$ cat config.mk
export PLATFORM = sky130hd
export DESIGN_NAME = parallel_dlatch_arbiter
export DESIGN_NICKNAME = d
export VERILOG_FILES = /design/src/rtl/parallel_dlatch_arbiter.sv
export SDC_FILE = /design/constraint.sdc
export NUM_CORES = 1
export LEC_CHECK = 0
export ABC_AREA = 1
export CELL_PAD_IN_SITES_DETAIL_PLACEMENT = 0
export CELL_PAD_IN_SITES_GLOBAL_PLACEMENT = 2
export CORE_MARGIN = 4
export CORE_UTILIZATION = 19
export CTS_CLUSTER_DIAMETER = 200
export DETAILED_ROUTE_END_ITERATION = 7
export PLACE_DENSITY = 0.72
export REMOVE_ABC_BUFFERS = 1
export SYNTH_ARGS = -nofsm -noshare
export SYNTH_HDL_FRONTEND = slang
export SYNTH_SLANG_ARGS = --single-unit
$ cat constraint.sdc
create_clock -name clk -period 3 [get_ports clk]
set_input_delay 0.75 -clock clk [delete_from_list [all_inputs] [get_ports clk]]
set_output_delay 0.75 -clock clk [all_outputs]
set_load 0.05 [all_outputs]
$ cat src/rtl/parallel_dlatch_arbiter.sv
// Round-robin arbiter that drives a bank of WAY transparent latches.
// Each write is a fixed four-cycle sequence: SETUP (data settles),
// OPEN (one-cycle enable), HOLD (data held, done pulse) and back to IDLE.
// Per-way clears take one CLEAR cycle and win over writes.
module parallel_dlatch_arbiter #(
  parameter int WAY  = 3,
  parameter int WIRE = 8
) (
  input  logic                clk,
  input  logic                rst,
  input  logic [WAY-1:0]      req,
  input  logic [WAY-1:0]      clr,
  input  logic [WAY*WIRE-1:0] wdata,
  output logic [WAY-1:0]      grant,
  output logic                done,
  output logic                busy,
  output logic [WAY-1:0]      latch_en,
  output logic [WAY-1:0]      latch_rst,
  output logic [WAY*WIRE-1:0] latch_d
);

  localparam int               PTR_W = (WAY > 1) ? $clog2(WAY) : 1;
  localparam logic [PTR_W-1:0] LAST  = PTR_W'(WAY - 1);
  localparam logic [PTR_W:0]   WAY_W = (PTR_W + 1)'(WAY);
  localparam logic [WAY-1:0]   ONE   = WAY'(1);

  typedef enum logic [2:0] {IDLE, CLEAR, SETUP, OPEN, HOLD} state_t;

  state_t                state_reg, state_next;
  logic [PTR_W-1:0]      ptr_reg, ptr_next;
  logic [PTR_W-1:0]      w_reg, w_next;
  logic [WAY-1:0]        grant_reg, grant_next;
  logic                  done_reg, done_next;
  logic                  busy_reg, busy_next;
  logic [WAY-1:0]        latch_en_reg, latch_en_next;
  logic [WAY-1:0]        latch_rst_reg, latch_rst_next;
  logic [WAY*WIRE-1:0]   latch_d_reg, latch_d_next;

  // Round-robin search: rotate the request vector so the pointer way sits
  // at bit 0, pick the lowest set bit, then rotate the offset back.
  logic [2*WAY-1:0]           req_dbl;
  logic [WAY-1:0]             req_rot;
  logic [WAY-1:0]             first_hot;
  logic [WAY:0][PTR_W-1:0]    off_acc;
  logic [PTR_W:0]             win_sum;
  logic [PTR_W-1:0]           win_idx;
  logic [WIRE-1:0]            sel_word;
  logic [WAY*WIRE-1:0]        rep_word;

  assign req_dbl    = {req, req};
  assign req_rot    = req_dbl[ptr_reg +: WAY];
  assign off_acc[0] = '0;

  genvar gi;
  generate
    for (gi = 0; gi < WAY; gi++) begin : g_pick
      if (gi == 0) begin : g_first
        assign first_hot[gi] = req_rot[gi];
      end else begin : g_rest
        assign first_hot[gi] = req_rot[gi] & ~(|req_rot[gi-1:0]);
      end
      assign off_acc[gi+1] = off_acc[gi] | (first_hot[gi] ? PTR_W'(gi) : '0);
    end
  endgenerate

  assign win_sum = {1'b0, ptr_reg} + {1'b0, off_acc[WAY]};
  assign win_idx = (win_sum >= WAY_W) ? PTR_W'(win_sum - WAY_W) : win_sum[PTR_W-1:0];
  assign sel_word = wdata[win_idx*WIRE +: WIRE];

  // The captured word is copied into every way slice of the latch bank.
  generate
    for (gi = 0; gi < WAY; gi++) begin : g_rep
      assign rep_word[gi*WIRE +: WIRE] = sel_word;
    end
  endgenerate

  // Next-state and next-output logic; registered outputs are held by default.
  always_comb begin
    state_next     = state_reg;
    ptr_next       = ptr_reg;
    w_next         = w_reg;
    grant_next     = grant_reg;
    done_next      = 1'b0;
    latch_en_next  = '0;
    latch_rst_next = '0;
    latch_d_next   = latch_d_reg;
    case (state_reg)
      IDLE: begin
        // clr is zero when no clear is requested, so this also drops the
        // power-on bank reset on the first edge out of reset.
        latch_rst_next = clr;
        if (clr != '0) begin
          state_next = CLEAR;
        end else if (req != '0) begin
          state_next   = SETUP;
          w_next       = win_idx;
          grant_next   = ONE << win_idx;
          latch_d_next = rep_word;
        end
      end
      CLEAR: begin
        state_next = IDLE;
      end
      SETUP: begin
        state_next    = OPEN;
        latch_en_next = grant_reg;
      end
      OPEN: begin
        state_next = HOLD;
        done_next  = 1'b1;
      end
      HOLD: begin
        state_next = IDLE;
        grant_next = '0;
        ptr_next   = (w_reg == LAST) ? '0 : w_reg + 1'b1;
      end
      default: begin
        state_next = IDLE;
        grant_next = '0;
      end
    endcase
    busy_next = (state_next != IDLE);
  end

  // State and output registers; reset aborts any write and clears the bank.
  always_ff @(posedge clk) begin
    if (rst) begin
      state_reg     <= IDLE;
      ptr_reg       <= '0;
      w_reg         <= '0;
      grant_reg     <= '0;
      done_reg      <= 1'b0;
      busy_reg      <= 1'b0;
      latch_en_reg  <= '0;
      latch_rst_reg <= '1;
      latch_d_reg   <= '0;
    end else begin
      state_reg     <= state_next;
      ptr_reg       <= ptr_next;
      w_reg         <= w_next;
      grant_reg     <= grant_next;
      done_reg      <= done_next;
      busy_reg      <= busy_next;
      latch_en_reg  <= latch_en_next;
      latch_rst_reg <= latch_rst_next;
      latch_d_reg   <= latch_d_next;
    end
  end

  assign grant     = grant_reg;
  assign done      = done_reg;
  assign busy      = busy_reg;
  assign latch_en  = latch_en_reg;
  assign latch_rst = latch_rst_reg;
  assign latch_d   = latch_d_reg;

endmodule
# Yosys cells after proc, flatten, opt, wreduce, memory -nomap -nowiden
# Index checks and enable logic that the tools add are counted.
totals:
  register_bits: 42
  in_bits: 32
  output_inout_bits: 35
  wordCells: 52
classes:
  eq_ne: 7
  order_cmp: 1
  n_shift: 3
  bitwise: 8
  n_mux: 12
  n_addsub: 3
  reduce_logical: 9
ops:
  columns: ["op", "count"]
  rows:
  - ["$shiftx 24x6->8", 1]
  - ["$mux 3", 5]
  - ["$pmux 3 s3", 1]
  - ["$reduce_bool 3->1", 3]
  - ["$eq 3x2->1 const B", 2]
  - ["$mux 2", 3]
  - ["$pmux 3 s2", 1]
  - ["$reduce_and 3->1", 2]
  - ["$shiftx 6x3->3", 1]
  - ["$not 1->1", 5]
  - ["$ne 2x2->1 const B", 2]
  - ["$reduce_or 2->1", 2]
  - ["$add 2x2->3", 1]
  - ["$eq 3x1->1 const B", 1]
  - ["$eq 3x3->1 const B", 1]
  - ["$ge 3x2->1 const B", 1]
  - ["$logic_not 3->1", 1]
  - ["$reduce_or 3->1", 1]
  - ["$shl 1x2->3 const A", 1]
  - ["$add 2x1->2 const B", 1]
  - ["$and 1x1->1", 2]
  - ["$eq 2x2->1 const B", 1]
  - ["$mux 1", 2]
  - ["$or 1x2->2", 1]
  - ["$sub 2x2->2 const B", 1]

# Logic depth before layout (Yosys ltp)
logic_depth:
  word_depth: 13
  depth_mapped: 20
  depth_no_buf: 19

# Worst setup path after synthesis
# Ideal clock, no wire load.
synth_path:
  path_kind: "input to register"
  from: "input port req[0]"
  to: "register latch_d_reg[21], in the netlist latch_d[21]"
  path_buffers: 1
  arrival_time_ps: 2908
  path_stages: 17
  path_slack_ps: -28
  setup_ps: 120
  required_ps: 2880
  path_cell_list: "inv_1 -> o21ai_0 -> o21ai_0 -> inv_1 -> nor2_1 -> ha_1 -> inv_1 -> fa_1 -> inv_1 -> ha_1 -> inv_1 -> nand4_2 -> buf_4 -> nand3_1 -> nor2_1 -> nor2_1 -> a21oi_1"
synth_between:
  elab_chain_len: 10
synth_rtl:
  columns: ["item", "line", "rtl"]
  rows:
  - ["start, declared", "11", "input logic [WAY-1:0] req,"]
  - ["$shiftx 6x3->3", "51", "assign req_rot = req_dbl[ptr_reg +: WAY];"]
  - ["$reduce_or 2->1", "60", "assign first_hot[gi] = req_rot[gi] & ~(|req_rot[gi-1:0]);"]
  - ["$not 1->1", "60", null]
  - ["$and 1x1->1", "60", null]
  - ["$mux 2", "62", "assign off_acc[gi+1] = off_acc[gi] | (first_hot[gi] ? PTR_W'(gi) : '0);"]
  - ["$or 1x2->2", "62", null]
  - ["$add 2x2->3", "66", "assign win_sum = {1'b0, ptr_reg} + {1'b0, off_acc[WAY]};"]
  - ["$ge 3x2->1 or $sub 2x2->2 (tied branches)", "67", "assign win_idx = (win_sum >= WAY_W) ? PTR_W'(win_sum - WAY_W) : win_sum[PTR_W-1:0];"]
  - ["$mux 2", "67", null]
  - ["$shiftx 24x6->8", "68", "assign sel_word = wdata[win_idx*WIRE +: WIRE];"]
  - ["end signal, assigned", "146", "latch_d_reg <= latch_d_next;"]
  - ["end, declared", "37", "logic [WAY*WIRE-1:0] latch_d_reg, latch_d_next;"]
# Parallel ways exist; a longest one is shown, timed or not.
# A chain may end at the register's enable or synchronous reset.

# Worst setup path after layout
layout_path:
  from: "input port req[2]"
  to: "register latch_d_reg[17], in the netlist latch_d[17]"
# The elaborated chain is that of the path after synthesis.

==> flow_summary_export.csv <==
group,metric,value,unit
logic_synthesis,postSynthCellCount,217,
flow_run,maxCapViolCount,0,
pwr,sequentialPowerShare,37.3,%
pwr,vdd_ir_drop_max,272,uV
layout,num_antenna_cells,0,
global_routing,grt-ovfl-total,0,
logic_synthesis,yosys_most_used_dff,"dfxtp_1",
layout,area_growth_syn_to_layout,65.2,%
detailed_routing,drt_iter0_markers,28,
placed_design,dp.cells,370,
layout,drive_above_1_share,20.3,%
logic_synthesis,synth_area_leaders,"dfxtp_1 35%, buf_4 9.1%, nand2_1 9.1%, nand3_1 9.1%, nor2_1 7.6%",
clock_tree,insertion_delay,0.28,ns
detailed_routing,drcViolationCount,0,
floorplanning,row_count,32,
timing,fin_skew,0.00198,ns
floorplanning,start_util,19.4,%
floorplanning,dieArea,9320,sq um
detailed_routing,wl,4500,microns
pwr,power_density,403,nW/um^2
critical_path,cp_max_fo,5,
placed_design,port_buffers,66,
logic_synthesis,ys_top_cells_by_count,"36 x nand2_1, 30 x nor2_1, 27 x nand3_1",
floorplanning,die_x,96.6,microns
critical_path,crit_path_end_kind,"register",
clock_tree,clkSinkCount,26,
clock_tree,cts_inserted_buffers,3,
detailed_routing,drtPass1Iterations,6,
logic_synthesis,ys_ff_latch,26,
clock_tree,cts_root_buf,"clkbuf_8",
global_routing,grt_usage,9.70,%
min_path,hp-class,"reg2reg",
logic_synthesis,netlist.area_leader.share,34.9,%
timing,drv_slew,0,
critical_path,start_kind,"primary input",
floorplanning,die_y,96.6,microns
layout,largest_reg_flops,8,
logic_synthesis,synthDistinctLibCells,23,
placed_design,dp_hpwl,3200,microns
timing,finalHoldViolCount,0,
detailed_routing,viasPerCell,4.04,
timing,finalSetupViolCount,0,
placed_design,placed_area,2180,sq um
detailed_routing,wl_per_cell,11.8,microns
timing,min_period,2.93,ns
logic_synthesis,yosys.area.top_type,"dfxtp_1",
layout,final_area,2460,sq um
clock_tree,clock_path_buffers,2,
critical_path,r2r-end,"latch_d[17]",
layout,fin_nets,317,
critical_path,reg2reg_depth,18,
floorplanning,core,7690,sq um
pwr,pwr-share-clk,30.4,%
timing,timing.fmax,341,MHz
logic_synthesis,synth.most_common_cell,"nand2_1",
pwr,p_leak,1.03,nW
clock_tree,clk_pin_slew_worst_paths,0.10,ns
timing,relSlewSlack,66.1,%
logic_synthesis,ys_async_sr_fraction,0,%
detailed_routing,vias,1549,
critical_path,cp-endpoint,"latch_d[17]",
critical_path,crit_path_start,"req[2]",
pwr,swShare,31.6,%
critical_path,crit_type,"in2reg",
logic_synthesis,syn_area,1490,sq um
global_routing,antenna_found_initial,0,
pwr,comb_power_share,32.2,%
logic_synthesis,synth-edff-count,0,
critical_path,cp.arrival,3.15,ns
logic_synthesis,syn-mean-instance-area,6.87,sq um
placed_design,gp_congestion,0.682,
timing,post-route-period-util,97.7,%
status,outcome,"finished, final reports clean",
timing,worstMarginPinSlew,0.507,ns
timing,rsz0062_at_grt,"yes",
clock_tree,tritoncts,"yes",
detailed_routing,postRouteAntennaNets,0,
global_routing,grt_pass1_wl,7070,microns
floorplanning,ios,67,
pwr,p_sw,0.313,mW
timing,fin_hold_ws,0.451,ns
pwr,p_int,0.678,mW
logic_synthesis,ys_warn_count,0,
critical_path,r2r_setup_slack,0.20,ns
logic_synthesis,synth_seq_area_share,34.9,%
critical_path,r2r-start,"ptr_reg[0]",
global_routing,grt_pass1_vias,1538,
clock_tree,cts.htree.levels,1,
layout,finalNonFillerCells,383,
global_routing,grt_max_degree,17,
critical_path,cp.required,3.22,ns
==> worst min path at each step <==
stage	from	endpoint	slack [ns]	cells past startpoint
global route	grant[2]	latch_en[2]	0.48	2
finish	grant[2]	latch_en[2]	0.45	2
floorplan	state_reg[1]	done	0.48	2
CTS	grant[2]	latch_en[2]	0.46	2
detailed placement	grant[2]	latch_en[2]	0.45	2
global placement	grant[0]	latch_en[0]	0.44	2
==> critical path: stages <==
cell,delay (ns)
clkbuf_2,0.10
o21ai_2,0.15
nand2_1,0.09
o21ai_2,0.09
inv_1,0.05
nor2_1,0.09
ha_2,0.18
inv_2,0.04
fa_1,0.54
inv_2,0.06
ha_4,0.16
buf_6,0.11
o21bai_4,0.22
buf_6,0.15
nand3_2,0.07
nor2_2,0.10
nor2_1,0.04
a21oi_1,0.15
==> per-stage QoR <==
stage | power, mW | setup slack, ns | util [%] | setup TNS (ns)
after floorplan | 0.538 | -0.181 | - | -1.88
after global placement | 0.661 | -0.591 | 28.4 | -7.09
after detailed placement | 0.659 | -0.609 | 28.4 | -7.46
after CTS | 0.994 | 0.00663 | 31.3 | 0
after global routing | 1.04 | -0.119 | 32.0 | -0.906
final | 0.991 | 0.0680 | 32.0 | 0
==> routing by layer <==
metal | GRT usage, % | routed length, microns
met5 | 0 | 0
met4 | 3.15 | 48
met3 | 1.63 | 201
met2 | 16.8 | 2150
met1 | 12.2 | 2100
==> kinds of logic after synthesis <==
group	count (synthesis)	synth area share [%]
DFF	26	34.9
buffers and inverters	50	18.5
AOI/OAI and AO/OA	37	13.5
adders and majority gates	3	3.02
and+or+nand+nor	100	29.4
muxes	1	0.672
==> layout by cell type (no fill, tap or decap) <==
master	instances
clkbuf_2	2
dfxtp_1	25
nor2_1	27
ha_2	1
a21oi_2	1
fa_1	1
o21ai_0	15
a21oi_1	16
nand2_2	3
inv_2	4
nand3_2	8
buf_12	1
nor3_1	1
buf_4	12
ha_4	1
inv_1	21
nand2_1	33
clkbuf_8	3
a211oi_1	1
o21bai_4	1
nor2_4	1
nand3b_1	1
dfxtp_2	1
bufinv_16	1
o21ai_2	3
nand2_4	2
buf_16	2
nand4_2	1
clkdlybuf4s50_1	63
nor2_2	4
nand3_1	19
buf_6	4
mux2i_1	1
inv_4	1
==> cell type report <==
class                   instances  area (sq um)
flip-flops and latches         26           522
clock inverters                 1          30.0
inverters                      26           100
fillers                       831          5230
multi-input cells             141           790
clock buffers                   3          41.3
well taps                     102           128
repair buffers                 84           851
==> what timing repair did <==
item                                    4_1_cts  5_1_grt
buffers inserted                              5        1
gates resized for setup                      31       18
gates cloned                                  2        1
endpoints found under the setup margin       13       12
pin swaps                                    11       21
hold endpoints to repair                      0        0
hold buffers                                  0        0
==> power by group through the flow <==
stage	Clock [mW]	Combinational [mW]	Sequential [mW]
2_1_floorplan	0	0.0840	0.454
3_5_place_dp	0	0.281	0.379
5_1_grt	0.320	0.346	0.373
4_1_cts	0.311	0.312	0.371
3_3_place_gp	0	0.282	0.378
6_report	0.302	0.319	0.370
No activity file was read; power rests on OpenSTA's default activity.
